`src/rtl/full_protocol_tx.sv`:
```
// Single-wire RGB command frame transmitter: start bit, six MSB-first bytes, idle-high guard.
// Optional macro FULL_PROTOCOL_TX_CKSUM_EN replaces check_data_in with an internal XOR checksum.
module full_protocol_tx #(
    parameter int CLKS_PER_BIT = 100,
    parameter int GUARD_BITS   = 1
) (
    input  logic       clk,
    input  logic       reset,
    input  logic       start,
    input  logic [7:0] cmd_data_in,
    input  logic [7:0] length_data_in,
    input  logic [7:0] r_data_in,
    input  logic [7:0] g_data_in,
    input  logic [7:0] b_data_in,
    input  logic [7:0] check_data_in,
    output logic       data_out,
    output logic       busy,
    output logic       finished,
    output logic [3:0] state
);

    localparam int GUARD_CYCLES = CLKS_PER_BIT * GUARD_BITS;
    localparam int CNT_W        = $clog2(GUARD_CYCLES) + 1;
    localparam logic [CNT_W-1:0] BIT_LAST   = CNT_W'(CLKS_PER_BIT - 1);
    localparam logic [CNT_W-1:0] GUARD_LAST = CNT_W'(GUARD_CYCLES - 1);
    localparam logic [CNT_W-1:0] GUARD_PRE  = CNT_W'(GUARD_CYCLES - 2);
    localparam logic [CNT_W-1:0] CNT_ONE    = CNT_W'(1);
    localparam logic             GUARD_ONE  = (GUARD_CYCLES == 1);

    typedef enum logic [3:0] {
        S_IDLE  = 4'd0,
        S_START = 4'd1,
        S_CMD   = 4'd2,
        S_LEN   = 4'd3,
        S_RED   = 4'd4,
        S_GRN   = 4'd5,
        S_BLU   = 4'd6,
        S_CHK   = 4'd7,
        S_GUARD = 4'd8
    } state_t;

    state_t           r_state;
    logic             r_data_out;
    logic             r_busy;
    logic             r_finished;
    logic [CNT_W-1:0] r_clk_cnt;
    logic [2:0]       r_bit_idx;
    logic [7:0]       r_bytes [0:5];

    logic [7:0] w_in_bytes [0:5];
    logic [7:0] w_chk_byte;
    logic [7:0] w_cur_byte;
    logic [7:0] w_next_byte;
    logic       w_accept;
    logic       w_bit_done;

`ifdef FULL_PROTOCOL_TX_CKSUM_EN
    logic w_unused_check;
    assign w_unused_check = ^check_data_in;
    assign w_chk_byte = cmd_data_in ^ length_data_in ^ r_data_in ^ g_data_in ^ b_data_in;
`else
    assign w_chk_byte = check_data_in;
`endif

    assign w_in_bytes[0] = cmd_data_in;
    assign w_in_bytes[1] = length_data_in;
    assign w_in_bytes[2] = r_data_in;
    assign w_in_bytes[3] = g_data_in;
    assign w_in_bytes[4] = b_data_in;
    assign w_in_bytes[5] = w_chk_byte;

    assign w_accept   = (r_state == S_IDLE) && start;
    assign w_bit_done = (r_clk_cnt == BIT_LAST);

    // Frame bytes are frozen at accept so host-side changes mid-frame are invisible.
    always_ff @(posedge clk) begin
        if (w_accept) begin
            for (int i = 0; i < 6; i++) begin
                r_bytes[i] <= w_in_bytes[i];
            end
        end
    end

    always_comb begin
        w_cur_byte  = r_bytes[0];
        w_next_byte = r_bytes[0];
        case (r_state)
            S_CMD: begin w_cur_byte = r_bytes[0]; w_next_byte = r_bytes[1]; end
            S_LEN: begin w_cur_byte = r_bytes[1]; w_next_byte = r_bytes[2]; end
            S_RED: begin w_cur_byte = r_bytes[2]; w_next_byte = r_bytes[3]; end
            S_GRN: begin w_cur_byte = r_bytes[3]; w_next_byte = r_bytes[4]; end
            S_BLU: begin w_cur_byte = r_bytes[4]; w_next_byte = r_bytes[5]; end
            S_CHK: begin w_cur_byte = r_bytes[5]; w_next_byte = r_bytes[5]; end
            default: ;
        endcase
    end

    // data_out always carries the value for the state/bit being entered, so it stays registered.
    always_ff @(posedge clk) begin
        if (reset) begin
            r_state    <= S_IDLE;
            r_data_out <= 1'b1;
            r_busy     <= 1'b0;
            r_finished <= 1'b0;
            r_clk_cnt  <= '0;
            r_bit_idx  <= 3'd0;
        end else begin
            r_finished <= 1'b0;
            case (r_state)
                S_IDLE: begin
                    r_data_out <= 1'b1;
                    r_busy     <= 1'b0;
                    r_clk_cnt  <= '0;
                    r_bit_idx  <= 3'd0;
                    if (start) begin
                        r_state    <= S_START;
                        r_data_out <= 1'b0;
                        r_busy     <= 1'b1;
                    end
                end
                S_START: begin
                    if (w_bit_done) begin
                        r_clk_cnt  <= '0;
                        r_state    <= S_CMD;
                        r_data_out <= r_bytes[0][7];
                    end else begin
                        r_clk_cnt <= r_clk_cnt + CNT_ONE;
                    end
                end
                S_CMD, S_LEN, S_RED, S_GRN, S_BLU, S_CHK: begin
                    if (w_bit_done) begin
                        r_clk_cnt <= '0;
                        if (r_bit_idx == 3'd7) begin
                            r_bit_idx <= 3'd0;
                            if (r_state == S_CHK) begin
                                r_state    <= S_GUARD;
                                r_data_out <= 1'b1;
                                r_finished <= GUARD_ONE;
                            end else begin
                                r_state    <= state_t'(r_state + 4'd1);
                                r_data_out <= w_next_byte[7];
                            end
                        end else begin
                            r_bit_idx  <= r_bit_idx + 3'd1;
                            r_data_out <= w_cur_byte[3'd6 - r_bit_idx];
                        end
                    end else begin
                        r_clk_cnt <= r_clk_cnt + CNT_ONE;
                    end
                end
                S_GUARD: begin
                    r_data_out <= 1'b1;
                    if (r_clk_cnt == GUARD_LAST) begin
                        r_state   <= S_IDLE;
                        r_busy    <= 1'b0;
                        r_clk_cnt <= '0;
                    end else begin
                        r_clk_cnt  <= r_clk_cnt + CNT_ONE;
                        r_finished <= (r_clk_cnt == GUARD_PRE);
                    end
                end
                default: begin
                    r_state    <= S_IDLE;
                    r_data_out <= 1'b1;
                    r_busy     <= 1'b0;
                    r_clk_cnt  <= '0;
                    r_bit_idx  <= 3'd0;
                end
            endcase
        end
    end

    assign data_out = r_data_out;
    assign busy     = r_busy;
    assign finished = r_finished;
    assign state    = r_state;

endmodule

```
`config.mk`:
```
export PLATFORM = sky130hd
export DESIGN_NAME = full_protocol_tx
export DESIGN_NICKNAME = d
export VERILOG_FILES = /design/src/rtl/full_protocol_tx.sv
export SDC_FILE = /design/constraint.sdc
export NUM_CORES = 1
export LEC_CHECK = 0
export BUFFER_PORTS_ARGS = -buffer_cell sky130_fd_sc_hd__buf_2
export CAP_MARGIN = 40
export CORE_MARGIN = 2
export CORE_UTILIZATION = 40
export DETAILED_ROUTE_END_ITERATION = 8
export PLACE_DENSITY = 0.58
export REMOVE_ABC_BUFFERS = 1
export SETUP_SLACK_MARGIN = 0.02
export SYNTH_ARGS = -nofsm -noshare
export SYNTH_HDL_FRONTEND = slang
export SYNTH_SLANG_ARGS = --single-unit
```
`constraint.sdc`:
```
create_clock -name clk -period 3.56 [get_ports clk]
set_input_delay 1.068 -clock clk [delete_from_list [all_inputs] [get_ports clk]]
set_output_delay 1.068 -clock clk [all_outputs]
set_load 0.005 [all_outputs]
```
# Word level (Yosys, flattened, before mapping)
# Memories as Yosys holds them, arrays and structs flattened.
# Index checks and enable logic that the tools add are counted.
# totals
regBits	18
wordCells	69
in_bits	51
n_memories	1
ram_bits	48
out_inout_bits	7
# mem_list
name	words	word_bits	rd	rd_ports_with_merged_regs	wr	line	source
r_bytes	6	8	6	0	6	48	logic [7:0] r_bytes [0:5];
# op_classes
bitwise	4
muxes	25
magnitude_cmp	1
n_reduce_logical	12
addsub	4
eq_ne	16
# op_table
op	n
$pmux 8 s5	2
$mux 4	6
$eq 4x3->1 const B	4
$eq 8x7->1 const B	2
$pmux 4 s4	1
$mux 1	10
$ne 2x2->1 const B	5
$add 8x1->8 const B	1
$eq 4x2->1 const B	2
$reduce_or 8->1	1
$reduce_or 7->1	1
$mux 3	2
$pmux 1 s3	2
$pmux 3 s2	1
$reduce_and 2->1	3
$reduce_or 3->1	2
$reduce_or 6->1	1
$reduce_and 5->1	1
$add 4x1->4 const B	1
$eq 4x1->1 const B	1
$eq 4x4->1 const B	1
$logic_not 4->1	1
$lt 3x4->1 const B	1
$not 1->1	4
6 further kinds	6

# Longest topological paths before layout
# Gate-level depths: netlist (run 1).
# depth
word_depth	7
depth_mapped	9
ltp_nobuf	8

# Worst setup path before layout (run 1)
# Ideal clock, no wire load.
# synth_path
path_type	input-to-reg
start	in start
end	reg r_data_out, in the netlist data_out
arrival_ps	2818
cell_stages	4
required_ps	3440
setup_ps	120
slack_ps	622
n_path_buf	0
path_cell_list	and3_1 -> o21ai_0 -> a31oi_1 -> o21ai_2
# synth_between
elab_chain_cells	2
# synth_rtl
element	line	source
start, declared	9	input logic start,
$mux 1	115	if (start) begin
$pmux 1 s3	109	case (r_state)
end signal, assigned	125	r_data_out <= r_bytes[0][7];
end signal, assigned	141	r_data_out <= w_next_byte[7];
end signal, assigned	145	r_data_out <= w_cur_byte[3'd6 - r_bit_idx];
end, declared	43	logic r_data_out;
# No other way between the ends.
# A chain may end at the register's enable or synchronous reset.

# Final worst setup path (run 1)
# layout_path
start	reg r_state[2], in the netlist state[2]
end	out state[2]
# layout_lines
element	line	source
start, declared	42	state_t r_state;
start signal, assigned	140	r_state <= state_t'(r_state + 4'd1);
end, declared	19	output logic [3:0] state
# No word-level cell between the ends.

==> results of run 1 <==
==> Yosys cell counts, types with 4 or more instances <==
cell | instances | area (um2)
nor2b_1 | 4 | 25.02
nand2_1 | 16 | 60.06
inv_1 | 7 | 26.28
edfxtp_1 | 48 | 1441
buf_6 | 4 | 45.04
dfxtp_1 | 18 | 360.4
buf_2 | 6 | 30.03
ha_1 | 8 | 100.1
o21ai_1 | 4 | 20.02
a31oi_1 | 5 | 31.28
a22oi_1 | 4 | 30.03
nand3_1 | 14 | 70.07
xnor2_1 | 4 | 35.03
nor2_1 | 22 | 82.58
nand2b_1 | 4 | 25.02
a21oi_1 | 10 | 50.05
o21ai_0 | 7 | 35.03
==> path summary, 6_finish.rpt <==
| check | start | to | slack, ns |
|---|---|---|---|
| min | r_clk_cnt[0]$_SDFF_PP0_ | r_clk_cnt[0]$_SDFF_PP0_ | 0.46 |
| max reg2reg | state[0]$_SDFFE_PP0P_ | r_bytes[5][3]$_DFFE_PP_ | 0.99 |
| max | state[2]$_SDFFE_PP0P_ | state[2] | 0.95 |
| min reg2reg | r_clk_cnt[0]$_SDFF_PP0_ | r_clk_cnt[0]$_SDFF_PP0_ | 0.46 |
==> registers in the layout, indices dropped and copies added (netlist names) <==
register and cells:
data_out 1, r_bytes 48, state 4, busy 1
finished 1, r_bit_idx 3, r_clk_cnt 8
==> metrics by stage <==
| step | utilization | worst slack [ns] | instance area (um2) | cells | hold slack, ns |
|---|---|---|---|---|---|
| CTS | 0.4753 | 0.9436 | 3616 | 410 | 0.4676 |
| global placement | 0.4495 | 1.036 | 3420 | 394 | 0.4424 |
| detailed placement | 0.4495 | 0.9910 | 3420 | 394 | 0.4508 |
| finish | 0.4753 | 0.9480 | 3616 | 410 | 0.4593 |
| global route | 0.4753 | 0.8237 | 3616 | 410 | 0.4857 |
| floorplan | - | 0.6222 | 2990 | 233 | 0.4258 |
==> kinds of logic (layout without fill, tap and decap cells) <==
logic type,Yosys count,in the layout
XOR/XNOR,6,6
AND/OR/NAND/NOR,75,75
multiplexers,4,4
flip-flops,66,66
adder cells (fa/ha/maj),8,8
AO/OA/AOI/OAI,67,67
buffers and inverters,20,82
==> worst max-delay path, delay by kind of cell (launching register included) <==
| kind | cells | cell delay (ns) |
|---|---|---|
| flops | 1 | 0.74 |
| buf+inv | 2 | 0.47 |
==> power breakdown <==
part	switching [W]	internal (W)	leakage [nW]
registers	0.0000786	0.00101	0.603
logic	0.000507	0.000303	0.646
clock network	0.000275	0.000340	0.0953
==> layout make-up <==
class / count / area, um2 / share of cell area
clock buffers: 11 / 141.4 / 0.03910
multi-input cells: 160 / 1164 / 0.3218
inverters: 7 / 26.28 / 0.007266
repair buffers: 59 / 300.3 / 0.08304
clock inverters: 5 / 55.05 / 0.01522
well taps: 102 / 127.6 / 0.03529
flip-flops and latches: 66 / 1802 / 0.4983
==> routing by layer <==
metal / vias up / share of wire / wire length [um] / track usage
met2: 66 / 0.46 / 3017 / 0.2445
met5: - / 0 / 0 / 0
met3: 9 / 0.054 / 350 / 0.04930
met1: 1004 / 0.47 / 3041 / 0.2278
met4: 0 / 0.019 / 123 / 0.06965
li1: 1059 / - / - / -
==> key figures, run 1 <==
Worst setup path
  • Crit path cell chain: buf_4, buf_2
  • R2R cell count: 4
  • Worst Path Required: roughly 2.5 ns
  • Critical path type: flop to output pin
  • Critical path endpoint category: output pin
  • Worst path max stage delay: between 0.7 and 0.8 ns
  • Slowest CP cell: dfxtp_1
  • Critical path arrival: around 1.5 ns
  • Crit-path max FO: 17
  • Worst setup SP type: flop

Pwr
  • P_leak: about 1.3 nW
  • Pwr per Cell Area: around 700 nW/um2
  • Tot Pwr: ~0.0025 W
  • Max rail drop VDD: around 0.27 mV

Cells and area
  • Ant diodes: 0
  • # fillers: between 700 and 800
  • Most frequent cells in the layout: 57 x buf_2, 48 x edfxtp_1, 22 x nor2_1
  • Layout area overhead: 17.34%
  • Layout cells sized above 1: 0.3019
  • Fin nets: ~360
  • Commonest non-fill, non-tap cell in the layout: buf_2

Synth
  • Post-Syn Area per Cell: roughly 13 um2
  • Post-Synth Simple-Gate Area: 0.1372
  • Synth cell types: 59
  • Synth Register Bits: between 60 and 70
  • EDFF count, synth: 48
  • Post-synthesis mux area share: 0.01462
  • Post-synthesis sequential area ratio: 0.5847
  • Main synth FF type: edfxtp_1
  • Netlist Area Pre-Place: a little over 3000 um2
  • Ys Warns: 0
  • Largest family of logic cells by synthesized area: compound AO/OA/AOI/OAI gates
  • Synth Area in Compound Gates: 0.1758
  • Cell count after synthesis: ~250
  • FFs w/ async S/R, synth: 0
  • Synth Area in Adders: 0.03248
  • Xor and xnor area share after synthesis: 0.01705

Routing
  • WL final: 6.532 mm
  • Detailed-route DRC error count: 0
  • WL/cell: around 16 um
  • Routed vias/inst: about 5.2
  • Detailed Route Iter0 Violations: 150
  • TritonRoute pass-1 iters: 5
  • Antenna Nets Post-Route: 0
  • Vias: ~2,100

Hold path
  • Worst hold path type: flop to flop
  • Hold depth: 1

STA
  • Worst Tran Pin Value: between 0.8 and 0.9 ns
  • Slew headroom: 0.4279
  • Final slew viol count: 0
  • RSZ-0062 raised after global routing: no
  • Fin crit share: 0.7337
  • Fin. Hold Viols: 0
  • Max Fclk: 382.8 MHz
  • Layout Skew: 0.007883 ns
  • Time the worst path needs with I/O delays and setup: between 2 and 3 ns
  • TNS Setup: 0 ns
  • # setup viols final: 0

Run
  • Total of max-cap violations: 0

Floorplan
  • Initial core utilization: 0.4051
  • Die width: 91.78 um
  • Die area: about 8400 um2
  • Vert. Die Dim: around 92 um
  • Ports: slightly below 60
  • FP Rows: 32
  • Core area: 7607 um2

Clocking
  • Clock latency on the worst-skew pair: ~0.33 ns
  • Clock sinks: 66
  • CTS tree: yes
  • Setup Buffers After CTS: 0
  • CTS resizes: 0
  • Buffer type at the clock tree root: clkbuf_8
  • Longest Clk Path Bufs: 2
  • Htree depth: 3
  • Clock transition at path regs: around 0.070 ns
  • Cts bufs inserted: 9
  • Hold buffers post-CTS: 0

Global routing
  • Initial antenna violation count: 0
  • GRT Total Usage: 0.1657
  • Grt ovf: 0
  • Largest net degree at the start of global routing: 31
  • First-pass GRT wire length: around 11 mm
  • Vias in the first global route: about 2,200

Placement
  • Post-detail-place hpwl: ~4.6 mm
  • GPL Wtd Cong: about 0.80
  • Port Buf Inserts: 57

Status
  • Status: complete, no violations
No activity file was read; power rests on OpenSTA's default activity.
==> run 2: changes to the inputs <==
ABC_AREA = 1   (was not set)
PLACE_DENSITY = 0.6   (was 0.58)
clock period = 2.2 ns   (was 3.56 ns; I/O delays follow)
==> key figures, run 2 <==
Synth
  • Main synth FF type: edfxtp_1 (unchanged)
  • Netlist Area Pre-Place: 3040 um2 (was 3082 um2)
  • Yosys top cell area share: 0.4741 (was 0.4677)
  • Synth cell types: 31 (was 59)
  • FFs w/ async S/R, synth: 0 (unchanged)
  • EDFF count, synth: 48 (unchanged)
  • Synth area leader: edfxtp_1 (unchanged)
  • Cell count after synthesis: 311 (was 246)
  • Most numerous cell in the Yosys netlist: nand2_1 (was edfxtp_1)
  • Ys Warns: 0 (unchanged)
  • Synth Register Bits: 66 (unchanged)
  • Most instantiated cells after synthesis: 56 x nand2_1, 48 x edfxtp_1, 38 x inv_1 (was 48 x edfxtp_1, 22 x nor2_1, 18 x dfxtp_1)
  • Largest cells by area after synthesis: edfxtp_1 47%, dfxtp_1 12%, nand2_1 6.9%, inv_1 4.7%, nand3_1 4.4% (was edfxtp_1 47%, dfxtp_1 12%, ha_1 3.2%, nor2_1 2.7%, nand3_1 2.3%)
  • Post-Syn Area per Cell: 9.776 um2 (was 12.53 um2)
  • Post-synthesis sequential area ratio: 0.5926 (was 0.5847)

Placement
  • Setup WS pre-CTS: 0.1365 ns (was 0.9910 ns)
  • Post-detail-place hpwl: 4.566 mm (was 4.577 mm)
  • GPL Wtd Cong: 0.8542 (was 0.8019)
  • Port Buf Inserts: 57 (unchanged)
  • Inst Count DP: 469 (was 394)
  • Area after DPL: 3493 um2 (was 3420 um2)

Cells and area
  • Layout cells sized above 1: 0.2798 (was 0.3019)
  • Commonest non-fill, non-tap cell in the layout: buf_2 (unchanged)
  • # fillers: 712 (was 726)
  • Ant diodes: 0 (unchanged)
  • Most flops, register: r_bytes (unchanged)
  • Multi-input logic area: 1056 um2 (was 1164 um2)
  • Reg area: 1803 um2 (was 1802 um2)
  • Finished Cell Area: 3702 um2 (was 3616 um2)
  • Largest register FFs: 48 (unchanged)
  • Layout area overhead: 21.77% (was 17.34%)
  • Fin nets: 440 (was 362)
  • Most frequent cells in the layout: 57 x buf_2, 56 x nand2_1, 48 x edfxtp_1 (was 57 x buf_2, 48 x edfxtp_1, 22 x nor2_1)
  • Cell Count, Final, Fillers Out: 485 (was 410)

Clocking
  • Clock latency on the worst-skew pair: 0.35 ns (was 0.33 ns)
  • Clock transition at path regs: 0.07 ns (about the same)
  • Htree depth: 3 (unchanged)
  • Longest Clk Path Bufs: 2 (unchanged)
  • Setup Buffers After CTS: 0 (unchanged)
  • CTS tree: yes (unchanged)
  • Clock sinks: 66 (unchanged)
  • Buffer type at the clock tree root: clkbuf_8 (unchanged)
  • Cts bufs inserted: 9 (unchanged)
  • Hold buffers post-CTS: 0 (unchanged)

Worst setup path
  • Worst Path Required: 2.43 ns (was 2.49 ns)
  • Slowest CP cell: dfxtp_1 (unchanged)
  • Bufs and invs on worst path: 5 (was 2)
  • Critical path endpoint category: flop (was output pin)
  • Worst path max stage delay: 0.34 ns (was 0.74 ns)
  • Reg2Reg Setup Slack: 0.25 ns (was 0.99 ns)
  • Worst setup SP type: flop (unchanged)
  • Critical path arrival: 2.19 ns (was 1.54 ns)
  • FF-to-FF Start: state[0]$_SDFFE_PP0P_ (unchanged)
  • Top delay family on crit path: simple AND/OR/NAND/NOR gates (was flip-flops)
  • Critical path type: flop to flop (was flop to output pin)
  • Crit path cell chain: inv_1, ha_2, inv_2, nor2_2, inv_1, nand3_2, nor2_2, inv_1, nand2_2, nand4_2, inv_2, o21ai_1, a21oi_1 (was buf_4, buf_2)
  • Crit. Startpoint: state[0]$_SDFFE_PP0P_ (was state[2]$_SDFFE_PP0P_)
  • Crit-path max FO: 6 (was 17)
  • Most used cell along the critical path: inv_1

STA
  • Final slew viol count: 0 (unchanged)
  • TNS Setup: 0 ns (unchanged)
  • Fin crit share: 0.8876
  • RSZ-0062 raised after global routing: no (unchanged)
  • Worst Tran Pin Value: 0.6050 ns (was 0.8582 ns)
  • Fin. Hold Viols: 0 (unchanged)
  • Slew headroom: 0.5966 (was 0.4279)
  • # setup viols final: 0 (unchanged)
  • Layout Skew: 0.009392 ns (was 0.007883 ns)
  • Worst setup margin: 0.2473 ns (was 0.9480 ns)
  • Max Fclk: 512.1 MHz
  • Min Hold Slack: 0.4697 ns (was 0.4593 ns)
  • Time the worst path needs with I/O delays and setup: between 1.5 and 2 ns

Floorplan
  • FP Rows: 31 (was 32)
  • Die width: 91.19 um (was 91.78 um)
  • Vert. Die Dim: 91.19 um (was 91.78 um)
  • Die area: 8315 um2 (was 8423 um2)
  • Initial core utilization: 0.4170 (was 0.4051)
  • Core area: 7292 um2 (was 7607 um2)
  • Ports: 58 (unchanged)

Pwr
  • P_leak: 1.567 nW (was 1.344 nW)
  • Pwr per Cell Area: 1119 nW/um2 (was 695.2 nW/um2)
  • Max rail drop VDD: 0.5031 mV (was 0.2674 mV)

Global routing
  • Initial antenna violation count: 0 (unchanged)
  • GRT Total Usage: 0.1650 (was 0.1657)
  • Vias in the first global route: 2,278 (was 2,151)
  • Largest net degree at the start of global routing: 44 (was 31)
  • Grt ovf: 0 (unchanged)
  • First-pass GRT wire length: 10.59 mm (was 10.63 mm)

Routing
  • Detailed-route DRC error count: 0 (unchanged)
  • Detailed Route Iter0 Violations: 102 (was 150)
  • WL final: 6.358 mm (was 6.532 mm)
  • Antenna Nets Post-Route: 0 (unchanged)
  • TritonRoute pass-1 iters: 5 (unchanged)
  • Routed vias/inst: 4.860 (was 5.215)
  • WL/cell: 13.11 um (was 15.93 um)
  • Vias: 2,357 (was 2,138)

Run
  • Total of max-cap violations: 0 (unchanged)

Status
  • Status: complete, no violations (unchanged)

Hold path
  • Hold path startpoint: r_clk_cnt[0]$_SDFF_PP0_ (unchanged)
  • Worst hold path type: flop to flop (unchanged)
[run 2: area by class of cell]
class | instances | area share
clock buffer | 9 | 0.03346
clock inverter | 7 | 0.02062
inverter | 41 | 0.04157
multi-input combinational | 197 | 0.2852
sequential | 66 | 0.4870
tap | 99 | 0.03346
timing repair buffer | 66 | 0.09868
[run 2: worst paths after layout]
kind	end	cells after the start
worst max-delay path	state[0]$_SDFFE_PP0P_	13
worst min-delay path	r_clk_cnt[0]$_SDFF_PP0_	1
worst max register to register	state[0]$_SDFFE_PP0P_	13
worst min register to register	r_clk_cnt[0]$_SDFF_PP0_	1
[run 2: cell families after synthesis]
group,Yosys count,synth area share
flops,66,0.5926
xor+xnor,2,0.005762
simple gates,148,0.2288
buf+inv,48,0.06420
compound gates,39,0.07572
fa+ha+maj,8,0.03292
[run 2: power breakdown]
group	switching [W]	internal (W)	total, W
combinational	0.000880	0.000471	0.00135
sequential	0.000119	0.00165	0.00177
clock	0.000490	0.000530	0.00102
total	0.00149	0.00265	0.00414
[run 2: routing by layer]
metal / global-route usage / vias to the layer above / routed length, um
met5: 0 / - / 0
met2: 0.2438 / 71 / 2821
met3: 0.04979 / 15 / 388
met1: 0.2216 / 1067 / 2959
met4: 0.07828 / 0 / 190
li1: - / 1204 / -
[run 2: timing repair]
action                                 in CTS  in global routing
setup endpoints to repair                   0                 15
endpoints found under the hold margin       0                  0
gates resized for setup                     0                  6
[run 2: stage by stage]
stage,total power [W],util
floorplan,0.002701,-
global placement,0.003116,0.4791
detailed placement,0.003123,0.4791
CTS,0.004163,0.5065
global route,0.004445,0.5077
finish,0.004144,0.5077
==> run 3: changes to the inputs <==
BUFFER_PORTS_ARGS = not set   (was -buffer_cell sky130_fd_sc_hd__buf_2)
DONT_BUFFER_PORTS = 1   (was not set)
PLACE_DENSITY = 0.53   (was 0.6)
REMOVE_ABC_BUFFERS = not set   (was 1)
==> key figures, run 3 (synthesis gave the netlist of run 2 again) <==
Worst setup path
  • Worst setup SP type: flop (unchanged)
  • Critical path endpoint category: flop (unchanged)
  • Crit-path max FO: 8 (was 6)
  • Critical path type: flop to flop (unchanged)
  • R2R cell count: 11 (was 13)
  • Critical path arrival: 2.27 ns (was 2.19 ns)
  • Worst Path Required: 2.47 ns (was 2.43 ns)

STA
  • RSZ-0062 raised after global routing: yes (was no)
  • # setup viols final: 0 (unchanged)
  • Time the worst path needs with I/O delays and setup: 1.996 ns (was 1.953 ns)
  • Final slew viol count: 0 (unchanged)
  • Worst setup margin: 0.2044 ns (was 0.2473 ns)
  • Slew headroom: 0.6978 (was 0.5966)
  • Max Fclk: 501.1 MHz (was 512.1 MHz)
  • Layout Skew: 0.01060 ns (was 0.009392 ns)
  • Fin. Hold Viols: 0 (unchanged)
  • Fin crit share: 0.9071 (was 0.8876)
  • Worst Tran Pin Value: 0.4516 ns (was 0.6050 ns)

Global routing
  • Grt met2 use: 0.2377 (was 0.2438)
  • Grt ovf: 0 (unchanged)
  • Vias in the first global route: 2,126 (was 2,278)
  • Initial antenna violation count: 0 (unchanged)
  • M1 GR Usage: 0.2243 (was 0.2216)
  • First-pass GRT wire length: 10.47 mm (was 10.59 mm)
  • Met3 Resource Use GR: 0.07054 (was 0.04979)
  • Largest net degree at the start of global routing: 41 (was 44)
  • GRT busiest layer: met2 (unchanged)
  • GRT Total Usage: 0.1650 (about the same)

Routing
  • Antenna Nets Post-Route: 0 (unchanged)
  • Routed vias/inst: 5.033 (was 4.860)
  • Detailed-route DRC error count: 0 (unchanged)
  • WL final: 6.294 mm (was 6.358 mm)
  • WL/cell: 14.74 um (was 13.11 um)
  • Detailed Route Iter0 Violations: 81 (was 102)
  • Vias: 2,149 (was 2,357)
  • TritonRoute pass-1 iters: 4 (was 5)

Clocking
  • Htree depth: 3 (unchanged)
  • Clock transition at path regs: 0.07 ns (about the same)
  • CTS tree: yes (unchanged)
  • Setup Buffers After CTS: 0 (unchanged)
  • Clock latency on the worst-skew pair: 0.35 ns (about the same)
  • Cts bufs inserted: 9 (unchanged)
  • Longest Clk Path Bufs: 2 (unchanged)
  • Clock sinks: 66 (unchanged)
  • Buffer type at the clock tree root: clkbuf_8 (unchanged)

Floorplan
  • Die width: 91.19 um (unchanged)
  • Initial core utilization: 0.4170 (unchanged)
  • Core area: 7292 um2 (unchanged)
  • Die area: 8315 um2 (unchanged)
  • FP Rows: 31 (unchanged)
  • Ports: 58 (unchanged)
  • Vert. Die Dim: 91.19 um (unchanged)

Pwr
  • P_leak: 1.323 nW (was 1.567 nW)
  • Pwr per Cell Area: 1173 nW/um2 (was 1119 nW/um2)
  • Max rail drop VDD: 0.5605 mV (was 0.5031 mV)
  • Tot Pwr: 0.004022 W (was 0.004144 W)

Run
  • Total of max-cap violations: 0 (unchanged)

Cells and area
  • Commonest non-fill, non-tap cell in the layout: nand2_1 (was buf_2)
  • Ant diodes: 0 (unchanged)
  • Largest register FFs: 48 (unchanged)
  • Fin nets: 382 (was 440)
  • Final Core Density: 0.4701 (was 0.5077)
  • Layout area overhead: 12.76% (was 21.77%)
  • Most flops, register: r_bytes (unchanged)
  • Layout cells sized above 1: 0.1555 (was 0.2798)
  • Most frequent cells in the layout: 56 x nand2_1, 48 x edfxtp_1, 36 x inv_1 (was 57 x buf_2, 56 x nand2_1, 48 x edfxtp_1)

Placement
  • GPL Wtd Cong: 0.7734 (was 0.8542)
  • Post-detail-place hpwl: 4.533 mm (was 4.566 mm)
  • Setup WS pre-CTS: 0.1055 ns (was 0.1365 ns)
  • Port Buf Inserts: 0 (was 57)

Hold path
  • Worst hold path type: input pin to flop (was flop to flop)
  • Hold depth: 1 (unchanged)

Status
  • Status: complete, no violations (unchanged)

Synth
  • Syn Nets: between 300 and 400
==> run 3: cell count changes in the layout (fill, tap and decap cells not counted), sizes merged <==
cell,previous run,this run
buf,66,8
inv,43,41
clkinvlp,2,4
clkinv,2,3
bufinv,1,0
==> run 3: worst max-delay path, cell delays in order, from the launching register on <==
cell     delay [ns]
dfxtp_2        0.36
ha_1           0.31
buf_4          0.22
a22oi_2        0.15
nand3_2        0.12
nor2_4         0.14
nand2_2        0.11
nand2_2        0.10
nand4_2        0.10
inv_2          0.11
o21ai_1        0.07
a21oi_1        0.12
==> run 3: worst paths after layout <==
| path | from | endpoint | slack (ns) |
|---|---|---|---|
| min reg2reg | r_bit_idx[2]$_SDFFE_PP0P_ | r_bit_idx[2]$_SDFFE_PP0P_ | 0.47 |
| max reg2reg | state[0]$_SDFFE_PP0P_ | state[0]$_SDFFE_PP0P_ | 0.20 |
| min | reset | state[3]$_SDFFE_PP0P_ | 0.38 |
| max | state[0]$_SDFFE_PP0P_ | state[0]$_SDFFE_PP0P_ | 0.20 |
==> run 3: routing by layer <==
layer | share of wire | vias up
met5 | 0 | -
li1 | - | 1083
met2 | 0.45 | 61
met1 | 0.47 | 995
met3 | 0.067 | 10
met4 | 0.014 | 0
==> run 3: cell type report <==
cell class	instances	area, um2
Multi-Input combinational cell	197	1092
Timing Repair Buffer	8	72.57
Clock inverter	7	53.80
Fill cell	719	3864
Sequential cell	66	1804
Clock buffer	9	123.9
Tap cell	99	123.9
Inverter	41	157.7
==> run 3: where the power goes <==
part	internal [W]	switching (W)
Sequential	0.00165	0.000137
Combinational	0.000445	0.000877
Clock	0.000413	0.000495
Total	0.00251	0.00151
==> run 3: what timing repair did <==
| action | 4_1_cts | 5_1_grt |
|---|---|---|
| endpoints found under the setup margin | 0 | 13 |
| hold buffers | 0 | 0 |
| gates resized for setup | 0 | 6 |
==> run 3: through the flow <==
| step | hold slack, ns | cells | instance area (um2) | setup TNS, ns |
|---|---|---|---|---|
| after floorplan | 0.4297 | 311 | 3070 | -6.719 |
| after global placement | 0.4473 | 411 | 3226 | 0 |
| after detailed placement | 0.4557 | 411 | 3226 | 0 |
| after CTS | 0.3595 | 427 | 3403 | 0 |
| after global routing | 0.3547 | 427 | 3428 | 0 |
| final | 0.3750 | 427 | 3428 | 0 |
